## src/rtl/flux_sched_pkg.sv

```systemverilog
// flux_sched_pkg: shared FSM encodings and token/counter helpers for the flux burst scheduler
package flux_sched_pkg;
  localparam logic [0:0] ST_IDLE  = 1'b0;
  localparam logic [0:0] ST_BURST = 1'b1;
  localparam int TOK_MAX = 64;
  function automatic int cnt_bits(input int depth);
    return $clog2(depth) + 1;
  endfunction
  function automatic int unsigned tok_tag(input logic [TOK_MAX-1:0] tok, input int dw, input int tw);
    return 32'((tok >> dw) & ((64'd1 << tw) - 64'd1));
  endfunction
  function automatic int unsigned tok_payload(input logic [TOK_MAX-1:0] tok, input int dw);
    return 32'(tok & ((64'd1 << dw) - 64'd1));
  endfunction
endpackage

```

## src/rtl/flux_token_fifo.sv

```systemverilog
// flux_token_fifo: per-flux token buffer; the parent gates push so no overflow protection here
module flux_token_fifo
  import flux_sched_pkg::*;
#(
  parameter int WIDTH = 9,
  parameter int DEPTH = 8,
  parameter int CW    = cnt_bits(DEPTH)
) (
  input  logic             clk,
  input  logic             rst,
  input  logic             push,
  input  logic [WIDTH-1:0] din,
  input  logic             pop,
  output logic [WIDTH-1:0] dout,
  output logic [CW-1:0]    count,
  output logic             full
);
  localparam int AW = $clog2(DEPTH);
  logic [WIDTH-1:0] mem [DEPTH];
  logic [AW-1:0] wr_ptr, rd_ptr;
  assign dout = mem[rd_ptr];
  assign full = count == CW'(DEPTH);
  // pointers wrap naturally; simultaneous push and pop leave count unchanged
  always_ff @(posedge clk or negedge rst) begin
    if (!rst) begin
      wr_ptr <= '0;
      rd_ptr <= '0;
      count  <= '0;
    end else begin
      if (push) wr_ptr <= wr_ptr + 1'b1;
      if (pop) rd_ptr <= rd_ptr + 1'b1;
      count <= count + CW'(push) - CW'(pop);
    end
  end
  // storage needs no reset: emptiness is tracked by count alone
  always_ff @(posedge clk) begin
    if (push) mem[wr_ptr] <= din;
  end
endmodule

```

## src/rtl/flux_rr_burst_scheduler.sv

```systemverilog
// flux_rr_burst_scheduler: buffers tagged tokens per flux and emits RATE-token bursts round-robin
module flux_rr_burst_scheduler
  import flux_sched_pkg::*;
#(
  parameter int FLUX       = 2,
  parameter int DATA_WIDTH = 8,
  parameter int TAG_WIDTH  = $clog2(FLUX),
  parameter int WIDTH      = DATA_WIDTH + TAG_WIDTH,
  parameter int DEPTH      = 8,
  parameter int RATE       = 4
) (
  input  logic             clk,
  input  logic             rst,
  input  logic             in_port_write,
  input  logic [WIDTH-1:0] in_port_datain,
  output logic [FLUX-1:0]  in_port_full,
  output logic             out_port_write,
  output logic [WIDTH-1:0] out_port_dataout,
  input  logic             out_port_full,
  output logic             err_overflow
);
  localparam int CW = cnt_bits(DEPTH);
  localparam int FW = $clog2(FLUX);
  localparam int BW = $clog2(RATE) + 1;
  logic [0:0] state;
  logic [FW-1:0] rr, grant, sel, idx;
  logic found, popping, last_pop, drop;
  logic [BW-1:0] bcnt;
  logic [FLUX-1:0] push, pop;
  logic [CW-1:0] cnt [FLUX];
  logic [WIDTH-1:0] head [FLUX];
  logic [TAG_WIDTH-1:0] tag;
  assign tag      = TAG_WIDTH'(tok_tag(TOK_MAX'(in_port_datain), DATA_WIDTH, TAG_WIDTH));
  assign popping  = state == ST_BURST && !out_port_full;
  assign last_pop = popping && bcnt == BW'(RATE - 1);
  assign drop     = in_port_write && !(|push);
  genvar g;
  generate
    for (g = 0; g < FLUX; g++) begin : g_flux
      assign push[g] = in_port_write && tag == TAG_WIDTH'(g) && !in_port_full[g];
      assign pop[g]  = popping && grant == FW'(g);
      flux_token_fifo #(.WIDTH(WIDTH), .DEPTH(DEPTH), .CW(CW)) u_fifo (
        .clk  (clk),
        .rst  (rst),
        .push (push[g]),
        .din  (in_port_datain),
        .pop  (pop[g]),
        .dout (head[g]),
        .count(cnt[g]),
        .full (in_port_full[g])
      );
    end
  endgenerate
  // round-robin search from rr+1 for the first flux holding a full firing's worth of tokens
  always_comb begin
    found = 1'b0;
    sel   = rr;
    idx   = rr;
    for (int i = 1; i <= FLUX; i++) begin
      idx = FW'((int'(rr) + i) % FLUX);
      if (!found && cnt[idx] >= CW'(RATE)) begin
        found = 1'b1;
        sel   = idx;
      end
    end
  end
  // grant in IDLE, count pops in BURST, hand priority on after the last pop
  always_ff @(posedge clk or negedge rst) begin
    if (!rst) begin
      state <= ST_IDLE;
      rr    <= FW'(FLUX - 1);
      grant <= '0;
      bcnt  <= '0;
    end else if (state == ST_IDLE) begin
      if (found) begin
        state <= ST_BURST;
        grant <= sel;
        bcnt  <= '0;
      end
    end else if (popping) begin
      bcnt <= bcnt + 1'b1;
      if (last_pop) begin
        state <= ST_IDLE;
        rr    <= grant;
      end
    end
  end
  // registered output: popped token appears the cycle after the pop, data holds while stalled
  always_ff @(posedge clk or negedge rst) begin
    if (!rst) begin
      out_port_write   <= 1'b0;
      out_port_dataout <= '0;
    end else begin
      out_port_write <= popping;
      if (popping) out_port_dataout <= head[grant];
    end
  end
  // sticky flag for any dropped token (full buffer or out-of-range tag)
  always_ff @(posedge clk or negedge rst) begin
    if (!rst) err_overflow <= 1'b0;
    else if (drop) err_overflow <= 1'b1;
  end
endmodule

```

## config.mk

```make
export PLATFORM = sky130hd
export DESIGN_NAME = flux_rr_burst_scheduler
export DESIGN_NICKNAME = d
export VERILOG_FILES = /design/src/rtl/flux_sched_pkg.sv /design/src/rtl/flux_token_fifo.sv /design/src/rtl/flux_rr_burst_scheduler.sv
export SDC_FILE = /design/constraint.sdc
export NUM_CORES = 1
export LEC_CHECK = 0
export ABC_AREA = 1
export CAP_MARGIN = 10
export CORE_UTILIZATION = 50
export CTS_CLUSTER_DIAMETER = 60
export DETAILED_ROUTE_END_ITERATION = 10
export GPL_ROUTABILITY_DRIVEN = 0
export PLACE_DENSITY = 0.74
export SKIP_CTS_REPAIR_TIMING = 1
export SYNTH_ARGS = -nofsm -noshare
export SYNTH_HDL_FRONTEND = slang
export SYNTH_SLANG_ARGS = --single-unit
export TNS_END_PERCENT = 100
```

## constraint.sdc

```tcl
create_clock -name clk -period 3.9 [get_ports clk]
set_input_delay 0.39 -clock clk [delete_from_list [all_inputs] [get_ports clk]]
set_output_delay 0.39 -clock clk [all_outputs]
set_load 0.03 [all_outputs]
```

### Word level (Yosys, flattened, before mapping)

Memory sizes are Yosys's and may differ from the RTL's.
Index checks and enable logic that the tools add are counted.
W data, S select, Z words.

* word-level logic and storage cells: 85
* memory bits (writable): 144
* register bits after elaboration: 37
* input bits: 13
* output and inout bits: 13
* memories kept: 2

* mux-type cells: 24
* equality and inequality tests: 4
* bitwise operators: 6
* reductions and logical operators: 20
* order comparisons: 5
* $add $sub $neg: 11

Memories
* g_flux[0].u_fifo.mem: words 8, width 9, read ports 1, clocked after memory_dff 0, wr ports 1, line flux_token_fifo.sv:19 `logic [WIDTH-1:0] mem [DEPTH];`
* g_flux[1].u_fifo.mem: words 8, width 9, read ports 1, clocked after memory_dff 0, wr ports 1, line flux_token_fifo.sv:19

Operator list (count)
* $mux W9: 3
* $mux W4: 6
* $add A3 B1 Y3 const B: 5
* $mux W1: 12
* $logic_and A1 B1 Y1: 10
* $mux W3: 3
* $add A4 B1 Y4: 2
* $eq A4 B4 Y1 const B: 2
* $ge A4 B3 Y1 const B: 2
* $sub A4 B1 Y4: 2
* $ge A2 B2 Y1 const B: 3
* $not A1 Y2: 3
* $logic_not A1 Y1: 5
* $reduce_and A2 Y1: 2
* $eq A3 B2 Y1 const B: 1
* $not A1 Y1: 3
* $reduce_and A3 Y1: 1
* $add A1 B1 Y1 const B: 2
* $ne A2 B1 Y1 const B: 1
* $reduce_bool A2 Y1: 1
* $reduce_or A2 Y1: 1

### Logic depth before layout (Yosys ltp)

* word-level depth: 12
* mapped depth: 11
* gate-level depth less buffers: 10

### Hierarchy

From an unflattened synthesis, not the netlist that was laid out.

* cell total of the unflattened synthesis: 844
* area total of the unflattened synthesis: 8242.9 um^2

By module, submodules not included
* flux_token_fifo: area each 3723.6 um^2, times used 2, sequential area each 2412.3 um^2, cells each 373
* flux_rr_burst_scheduler: area each 795.8 um^2, times used 1, sequential area each 426.7 um^2, cells each 98

### Least setup slack after synthesis

OpenSTA, ideal clock, no wires.

* kind: input to register
* start: input out_port_full
* end: register g_flux[1].u_fifo.count[2]
* required time: 3.777 ns
* cell stages on the path: 10
* path buffers: 2
* slack: 1.842 ns
* setup time: 0.123 ns
* arrival time: 1.936 ns
* path through: or2_1 -> buf_6 -> nor2_8 -> buf_6 -> ha_1 -> inv_1 -> ha_1 -> inv_1 -> fa_1 -> xnor2_1

* word-level cells in the longest chain between the ends: 4

Ends and longest elaborated chain
* start: declaration: line flux_rr_burst_scheduler.sv:19 `input logic out_port_full,`
* $logic_not A1 Y1: line flux_rr_burst_scheduler.sv:34 `assign popping = state == ST_BURST && !out_port_full;`
* $logic_and A1 B1 Y1: line flux_rr_burst_scheduler.sv:34
* $logic_and A1 B1 Y1: line flux_rr_burst_scheduler.sv:41 `assign pop[g] = popping && grant == FW'(g);`
* via g_flux[1].u_fifo.pop: line flux_token_fifo.sv:13 `input logic pop,`
* $sub A4 B1 Y4: line flux_token_fifo.sv:32 `count <= count + CW'(push) - CW'(pop);`
* end signal: assignment: line flux_token_fifo.sv:32
* end: declaration: line flux_token_fifo.sv:15 `output logic [CW-1:0] count,`

The timed path passes the listed nets, and every way through them passes these cells.
A chain may end at the register's enable or synchronous reset.

### Worst setup path in the final report

* start: register g_flux[0].u_fifo.rd_ptr[0]
* end: register out_port_dataout[7]

* word-level cells in the longest chain between the ends: 4

Ends and longest elaborated chain
* start: declaration: line flux_token_fifo.sv:20 `logic [AW-1:0] wr_ptr, rd_ptr;`
* start signal: assignment: line flux_token_fifo.sv:31 `if (pop) rd_ptr <= rd_ptr + 1'b1;`
* $mem_v2 Z8 W9
* $mux W9 (implied by the code) (3 in series): line flux_rr_burst_scheduler.sv:95 `if (popping) out_port_dataout <= head[grant];`
* end signal: assignment: line flux_rr_burst_scheduler.sv:95
* end: declaration: line flux_rr_burst_scheduler.sv:18 `output logic [WIDTH-1:0] out_port_dataout,`

Every way passes these cells. The select of a mux whose other input is x is not followed.

==> flow_summary_export.csv <==
group,metric,value,unit
drt,post-route-drc-count,0,
setup_path,max_stage_delay,0.90,ns
cells_and_area,nFillCells,1249,
drt,wire_per_inst,17.6,um
setup_path,start_kind,"register",
place,placedCellCount,953,
sta,fin_crit_sh,65.3,%
sta,fin_worst_skew,0.00592,ns
sta,maxSlewHeadroom,33.9,%
grt,first_global_vias,5277,
synthesis,ys_seq_elements,181,
setup_path,cp_top_family,"buffers and inverters",
clocking,clock_latency,0.43,ns
synthesis,syn_inst,742,
cells_and_area,seq_area,5250,um^2
die,start_util,51.5,%
clocking,cts_tree,"built",
grt,grt_max_degree,40,
drt,vias_per_cell,5.34,
die,core,15300,um^2
clocking,cts.path.max_buffers,2,
clocking,clock_sinks,181,
power,seq_power_share,41.2,%
setup_path,r2r_start,"g_flux[0].u_fifo.rd_ptr[0]",
sta,tightest_slew,0.986,ns
clocking,htree_levels,4,
sta,setup_violations,0,
setup_path,cp_cell_sequence,"buf_4 -> clkinv_1 -> nand2_1 -> nand2_1 -> nand2_1 -> nand3_1 -> nand3_2 -> nand3_2",
setup_path,crit_type,"register to register",
flow_run,cap_violations,0,
synthesis,ys_types,29,
sta,min_period,2.55,ns
cells_and_area,nets,792,
synthesis,synth_area,7890,um^2
place,hpwl,11.5,mm
drt,via_count,5251,
drt,drt-total-wl,17.3,mm
grt,grt_pass1_wl,27.2,mm
synthesis,avgSynthCellArea,10.6,um^2
die,die-area,16300,um^2
grt,grt_antenna_before_repair,0,
setup_path,slowest_stage,"clkinv_1",
place,io_buffers,25,
setup_path,arrival,2.86,ns
drt,ant_nets,0,
clocking,cts_buffers,17,
die,io_pins,26,
setup_path,critical_path_buf_inv_count,2,
power,combinationalPowerShare,33.2,%
drt,dr.first_iter.drc_count,644,
cells_and_area,antenna-diode-count,0,
die,dieHeight,128,um
grt,gr-total-overflow,0,
status,outcome,"finished, final reports clean",
power,clkPwrFrac,25.6,%
power,peakVddDrop,0.000339,V
hold_path,min_path_type,"primary input to async pin",
cells_and_area,multi_input_comb_area,2090,um^2
synthesis,yosysSeqAreaShare,66.6,%
power,p_sw_share,37.4,%
power,p_leak,3.78,nW
sta,drv_slew,0,
drt,first_pass_iters,5,
setup_path,cpMostUsedCell,"nand2_1",
cells_and_area,areaGrowthSynthToFinish,11.7,%
clocking,cts.reportedPaths.clkPinSlew,0.06,ns
cells_and_area,drive_above_1_share,6.61,%
sta,final-hold-violation-count,0,
sta,fmax,393,MHz
synthesis,mappedNetlistNets,773,
setup_path,critical_path_required,4.21,ns
sta,totalNegativeSetupSlack,0,ns
power,intPower,4.03,mW
synthesis,ys_warn_count,0,
sta,rsz0062_at_grt,"false",
grt,grt_usage,23.0,%
die,placement_rows,45,
setup_path,crit_start,"g_flux[0].u_fifo.rd_ptr[0]",
clocking,root_buffer,"clkbuf_16",
setup_path,critPathMaxFanout,39,
setup_path,worstSetupEndpointType,"register",
cells_and_area,final_cells,983,
power,switchingPower,2.41,mW
die,die_x,128,um
power,power_density,731,nW/um^2
==> final cells by class <==
class | count | share of cell area [%]
clock buffers | 18 | 4.87
inverters | 100 | 4.26
well taps | 211 | 3.00
flip-flops and latches | 181 | 59.6
repair buffers | 28 | 3.04
multi-input cells | 433 | 23.7
clock inverters | 12 | 1.51
==> registers in the layout (all words and copies together), names as in the netlist, 3 cells and up <==
register              count
bcnt                      3
g_flux.u_fifo.rd_ptr      6
g_flux.u_fifo.mem       144
g_flux.u_fifo.count       8
out_port_dataout          9
g_flux.u_fifo.wr_ptr      6
==> worst reg2reg max path: cells and delay by family, from the launching register on <==
family | cells | cell delay (ns)
flops | 1 | 0.32
buf+inv | 2 | 1.28
simple gates | 6 | 0.83
==> Yosys cell counts, drive strengths merged <==
cell    instances  area share (%)
a21oi           3            0.19
edfxtp        144              55
a31o            1            0.11
xnor2           1            0.11
inv            96             4.6
fa              2            0.51
ha             16             2.5
nand2         261              12
o21ai           9            0.62
dfstp           1            0.33
clkbuf          2           0.095
or2             3            0.24
xor2            9             1.1
nand3         103             7.0
nor2           24             1.6
dfrtp          36              11
buf            26             2.1
clkinv          4            0.19
o22ai           1           0.079
==> metrics by stage <==
step	cell area [um^2]	utilization [%]	total power [mW]	hold WS [ns]	setup WS, ns
floorplan	7890	-	4.17	0.0944	1.84
global placement	8250	53.9	4.68	0.467	1.15
detailed placement	8250	53.9	4.77	0.464	1.09
CTS	8810	57.5	6.42	0.0929	1.39
global route	8810	57.5	6.78	0.126	1.12
finish	8810	57.5	6.44	0.0652	1.35
==> placed cells by master, fill, tap and decap left out, drive strengths merged <==
master and n:
nand2 261, edfxtp 144, nand3 103, inv 98, dfrtp 36, clkdlybuf4s50 24, nor2 24, clkbuf 18
ha 16, clkinv 11, xor2 9, o21ai 9, buf 4, a21oi 3, or2 3, fa 2
bufinv 2, xnor2 1, o22ai 1, a31o 1, clkinvlp 1, dfstp 1
==> worst paths after layout <==
| check | end | slack, ns | cells past startpoint |
|---|---|---|---|
| worst max-delay path | out_port_dataout[7] | 1.35 | 8 |
| worst min-delay path | g_flux[1].u_fifo.wr_ptr[1] | 0.07 | 1 |
| worst max register to register | out_port_dataout[7] | 1.35 | 8 |
| worst min register to register | rr | 0.47 | 2 |
| max in group asynchronous | g_flux[0].u_fifo.rd_ptr[2] | 3.30 | 1 |
| min in group clk | rr | 0.47 | 2 |
==> routing by layer <==
| metal | track usage [%] | wire length [um] |
|---|---|---|
| met1 | 28.6 | 6850 |
| met2 | 38.0 | 8520 |
| met3 | 5.95 | 1450 |
| met4 | 10.4 | 510 |
| met5 | 0 | 0 |
==> cells by family after synthesis <==
group | count (synthesis) | synth area share (%)
AND/OR/NAND/NOR | 391 | 21.3
XOR/XNOR | 10 | 1.21
buffers and inverters | 128 | 6.92
AO/OA/AOI/OAI | 14 | 0.999
adder cells (fa/ha/maj) | 18 | 3.05
flip-flops | 181 | 66.6
==> power by group through the flow <==
stage	sequential (mW)	clock (mW)	combinational (mW)
after global routing	2.68	1.72	2.38
final	2.65	1.64	2.14
after detailed placement	2.68	0	2.09
after global placement	2.67	0	2.01
after floorplan	2.65	0	1.52
after CTS	2.65	1.66	2.11
No activity file was read; power rests on OpenSTA's default activity.
